## src/rtl/seq_divider.sv

```systemverilog
// Sequential unsigned restoring divider: one quotient bit per clock, WIDTH iterations.
// Divide-by-zero skips iteration and completes on the accept edge.
module seq_divider #(
  parameter int unsigned WIDTH = 16
) (
  input  logic             clk,
  input  logic             reset,
  input  logic             start,
  input  logic [WIDTH-1:0] dividend,
  input  logic [WIDTH-1:0] divisor,
  output logic             busy,
  output logic             done,
  output logic [WIDTH-1:0] quotient,
  output logic [WIDTH-1:0] remainder,
  output logic             div_by_zero
);

  localparam int unsigned CW = $clog2(WIDTH);

  typedef enum logic [1:0] {IDLE, RUN, DONE} state_t;

  state_t           state_q, state_d;
  logic [WIDTH:0]   prem_q, prem_d;
  logic [WIDTH-1:0] dvd_q, dvd_d;
  logic [WIDTH-1:0] dvs_q, dvs_d;
  logic [CW-1:0]    cnt_q, cnt_d;
  logic [WIDTH-1:0] quo_q, quo_d;
  logic [WIDTH-1:0] rem_q, rem_d;
  logic             dbz_q, dbz_d;

  logic [WIDTH:0]   shifted;
  logic [WIDTH+1:0] diff;
  logic             carry;
  logic [WIDTH:0]   prem_nxt;
  logic [WIDTH-1:0] dvd_nxt;
  logic             last_iter;

  always_ff @(posedge clk) begin
    if (reset) begin
      state_q <= IDLE;
      prem_q  <= '0;
      dvd_q   <= '0;
      dvs_q   <= '0;
      cnt_q   <= '0;
      quo_q   <= '0;
      rem_q   <= '0;
      dbz_q   <= 1'b0;
    end else begin
      state_q <= state_d;
      prem_q  <= prem_d;
      dvd_q   <= dvd_d;
      dvs_q   <= dvs_d;
      cnt_q   <= cnt_d;
      quo_q   <= quo_d;
      rem_q   <= rem_d;
      dbz_q   <= dbz_d;
    end
  end

  // Trial subtraction one bit wider than the remainder; carry=1 means no borrow.
  always_comb begin
    shifted   = {prem_q[WIDTH-1:0], dvd_q[WIDTH-1]};
    diff      = {1'b0, shifted} - {2'b00, dvs_q};
    carry     = ~diff[WIDTH+1];
    prem_nxt  = carry ? diff[WIDTH:0] : shifted;
    dvd_nxt   = {dvd_q[WIDTH-2:0], carry};
    last_iter = (cnt_q == CW'(WIDTH - 1));
  end

  always_comb begin
    state_d = state_q;
    case (state_q)
      IDLE:    if (start) state_d = (divisor != '0) ? RUN : DONE;
      RUN:     if (last_iter) state_d = DONE;
      DONE:    state_d = IDLE;
      default: state_d = IDLE;
    endcase
  end

  always_comb begin
    prem_d = prem_q;
    dvd_d  = dvd_q;
    dvs_d  = dvs_q;
    cnt_d  = cnt_q;
    quo_d  = quo_q;
    rem_d  = rem_q;
    dbz_d  = dbz_q;
    case (state_q)
      IDLE: begin
        if (start) begin
          if (divisor != '0) begin
            dvd_d  = dividend;
            dvs_d  = divisor;
            prem_d = '0;
            cnt_d  = '0;
          end else begin
            quo_d = '1;
            rem_d = dividend;
            dbz_d = 1'b1;
          end
        end
      end
      RUN: begin
        prem_d = prem_nxt;
        dvd_d  = dvd_nxt;
        cnt_d  = cnt_q + 1'b1;
        if (last_iter) begin
          quo_d = dvd_nxt;
          rem_d = prem_nxt[WIDTH-1:0];
          dbz_d = 1'b0;
        end
      end
      default: ;
    endcase
  end

  always_comb begin
    busy        = (state_q == RUN);
    done        = (state_q == DONE);
    quotient    = quo_q;
    remainder   = rem_q;
    div_by_zero = dbz_q;
  end

endmodule

```

## config.mk

```make
export PLATFORM = sky130hd
export DESIGN_NAME = seq_divider
export DESIGN_NICKNAME = d
export VERILOG_FILES = /design/src/rtl/seq_divider.sv
export SDC_FILE = /design/constraint.sdc
export NUM_CORES = 1
export LEC_CHECK = 0
export CORE_UTILIZATION = 52
export CTS_CLUSTER_SIZE = 24
export DETAILED_ROUTE_END_ITERATION = 6
export PLACE_DENSITY = 0.86
export SYNTH_ARGS = -nofsm -noshare
export SYNTH_HDL_FRONTEND = slang
export SYNTH_SLANG_ARGS = --single-unit
```

## constraint.sdc

```tcl
create_clock -name clk -period 3.07 [get_ports clk]
set_input_delay 0.4605 -clock clk [delete_from_list [all_inputs] [get_ports clk]]
set_output_delay 0.4605 -clock clk [all_outputs]
set_load 0.02 [all_outputs]
```

==> out/qor.txt <==
initial antenna violation count = 0
FF+latch count, synth = 87
Port Buffers = 69
detailed-route DRC error count = 0
worst endpoint data arrival time = 3.07 ns
hold bufs inserted after CTS = 0
Clock Skews = 0.0113 ns
post-route setup TNS = 0 ns
Post-synth EDFFs = 0
Final HPWL DP = 8240 um
status = finished clean
WL per Instance = 16.6 um
Synth top cells by count = 87 x dfxtp_1, 71 x nand2_1, 59 x nor2_1, 27 x a21oi_1, 24 x o21ai_0
RSZ-0062 raised after global routing = false
Rel. slew slack = 65.5%
Die Footprint = 8660 um^2
drt pass-1 iters = 5
layout cells sized above 1 = 9.82%
I/O pin cnt = 70
busiest grt layer = met2
die height = 93.1 um
Initial Util = 54.7%
clock transition at the registers of the reported paths = 0.09 ns
reported max-cap violation count = 0
CP required = 3.33 ns
GRT met3 Usage = 6.18%
largest net degree at the start of global routing = 39
TritonCTS clock tree = built
Pwr Total = 3.45 mW
met1 usage = 35.1%
core box area = 7890 um^2
DRT Wirelength = 11200 um
Mapped Area = 4310 um^2
vias post-DR = 4038
asr flop ratio synth = 0%
worst min path class = flip-flop to flip-flop
Final Hold Viols = 0
GRT Total Usage = 27.2%
CTS buffer count = 9
highest clock rate = 356 MHz
initial DRC count = 294
Synth cell types = 56
vias in the first global route = 3892
setup ws final = 0.263 ns
top-count cell post-synth = dfxtp_1
Final Slew Violations = 0
Final min period = 2.81 ns
Non-Filler Instances = 672
Hold WS = 0.475 ns
ant diodes = 0
dpl cells = 656
worst-margin pin slew = 0.515 ns
Setup Buffers After CTS = 0
Setup Viol. Count Final = 0
GP Congestion = 0.907
Via density = 6.01
Post-DRT Antenna Nets = 0
GR Util met2 = 45.0%
Synth area leaders = dfxtp_1 40%, nand2_1 6.2%, nor2_1 5.1%
top cell type's share of synthesized area = 40.4%
WS Path Type = flip-flop to flip-flop
synth warn = 0
TritonCTS Sinks = 87
PwrDens = 652 nW/um^2
startpoint types = flip-flop
post-synthesis cell count = 504
period utilization = 91.4%
post_cts resized = 0
sequential-to-total area share from yosys stat = 40.4%
# rows = 32
total grt overflow = 0
Skew-Pair Late Insertion Delay = 0.36 ns
Fill cells = 651
Mapped Nets = 557
Max VDD drop = 0.394 mV
Net count, final = 618
Post-Place Setup Slack = 0.354 ns
cell taking the most area after synthesis = dfxtp_1
clk root buf = clkbuf_8
Die W = 93.1 um
Avg Cell Area, Syn = 8.55 um^2
htree depth = 3
Setup crit end kind = flip-flop
most common flop cell mapped by yosys = dfxtp_1
worst-case clock buffer depth = 2
Leak Pwr = 2.09 nW
first-pass GRT wire length = 18600 um
P&R area growth vs syn = 22.7%
peak fanout along the critical path = 3
==> stage by stage <==
step / utilization [%] / cell area [um^2]
after floorplan: - / 4310
after global placement: 64.4 / 5080
after detailed placement: 64.4 / 5080
after CTS: 67.1 / 5290
after global routing: 67.1 / 5290
final: 67.1 / 5290
==> final timing paths <==
| kind | startpoint | endpoint | slack, ns | depth (start not counted) |
|---|---|---|---|---|
| hold / removal | dvd_q[0]$_SDFFE_PP0P_ | dvd_q[0]$_SDFFE_PP0P_ | 0.47 | 2 |
| setup / recovery | dvd_q[15]$_SDFFE_PP0P_ | prem_q[12]$_SDFFE_PP0P_ | 0.26 | 13 |
| setup reg to reg | dvd_q[15]$_SDFFE_PP0P_ | prem_q[12]$_SDFFE_PP0P_ | 0.26 | 13 |
| hold reg to reg | dvd_q[0]$_SDFFE_PP0P_ | dvd_q[0]$_SDFFE_PP0P_ | 0.47 | 2 |
==> placed cells by master, fill, tap and decap left out, types with 4 or more instances in the layout <==
master	instances
dfxtp_1	87
nand2_1	71
clkdlybuf4s50_1	68
nor2_1	58
a21oi_1	27
o21ai_0	24
mux2i_1	21
inv_1	20
a311oi_1	18
ha_1	17
o221a_2	14
nor3_1	13
buf_4	13
nand2b_1	11
clkbuf_8	9
xor2_1	8
a22o_1	6
nor4_1	5
a211oi_1	5
a21o_1	5
xnor2_1	5
and2_1	4
==> per-layer routing <==
| metal | routed length [um] | share of wire, % |
|---|---|---|
| met2 | 5210 | 47 |
| met3 | 781 | 7.0 |
| met5 | 0 | 0 |
| met1 | 4950 | 44 |
| met4 | 216 | 1.9 |
==> cells by family after synthesis <==
| logic type | after synthesis | synth area share, % |
|---|---|---|
| AOI/OAI and AO/OA | 127 | 22.1 |
| and+or+nand+nor | 185 | 19.4 |
| DFF | 87 | 40.4 |
| buffers and inverters | 53 | 5.17 |
| muxes | 21 | 4.88 |
| adders and majority gates | 18 | 5.40 |
| xor gates and xnor gates | 13 | 2.64 |
==> flip-flops by register name, summed over array words and instances (netlist names) <==
name	count
cnt_q	4
div_by_zero	1
dvd_q	16
dvs_q	16
prem_q	16
quotient	16
remainder	16
state_q	2
==> power breakdown <==
part | switching, mW | leakage (nW) | internal, mW | total (mW)
clock network | 0.443 | 0.103 | 0.392 | 0.834
logic | 0.768 | 1.27 | 0.548 | 1.32
registers | 0.0757 | 0.711 | 1.22 | 1.30
total | 1.29 | 2.09 | 2.16 | 3.45
==> critical path, cell delays in order, from the launching register on <==
cell	delay, ns
dfxtp_1	0.32
inv_1	0.07
ha_1	0.16
inv_1	0.05
fa_1	0.40
a21o_1	0.20
a21oi_1	0.24
o211ai_1	0.17
a31oi_1	0.24
nor4b_1	0.08
nor4b_1	0.39
buf_4	0.18
o21ai_0	0.06
and2_1	0.16
==> layout make-up <==
cell class	instances	area (um^2)	share of cell area [%]
Clock buffer	9	124	2.34
Inverter	21	78.8	1.49
Tap cell	102	128	2.41
Sequential cell	87	1740	32.9
Timing Repair Buffer	82	783	14.8
Clock inverter	7	83.8	1.59
Multi-Input combinational cell	364	2350	44.4
Power figures use the tool's default switching activity.
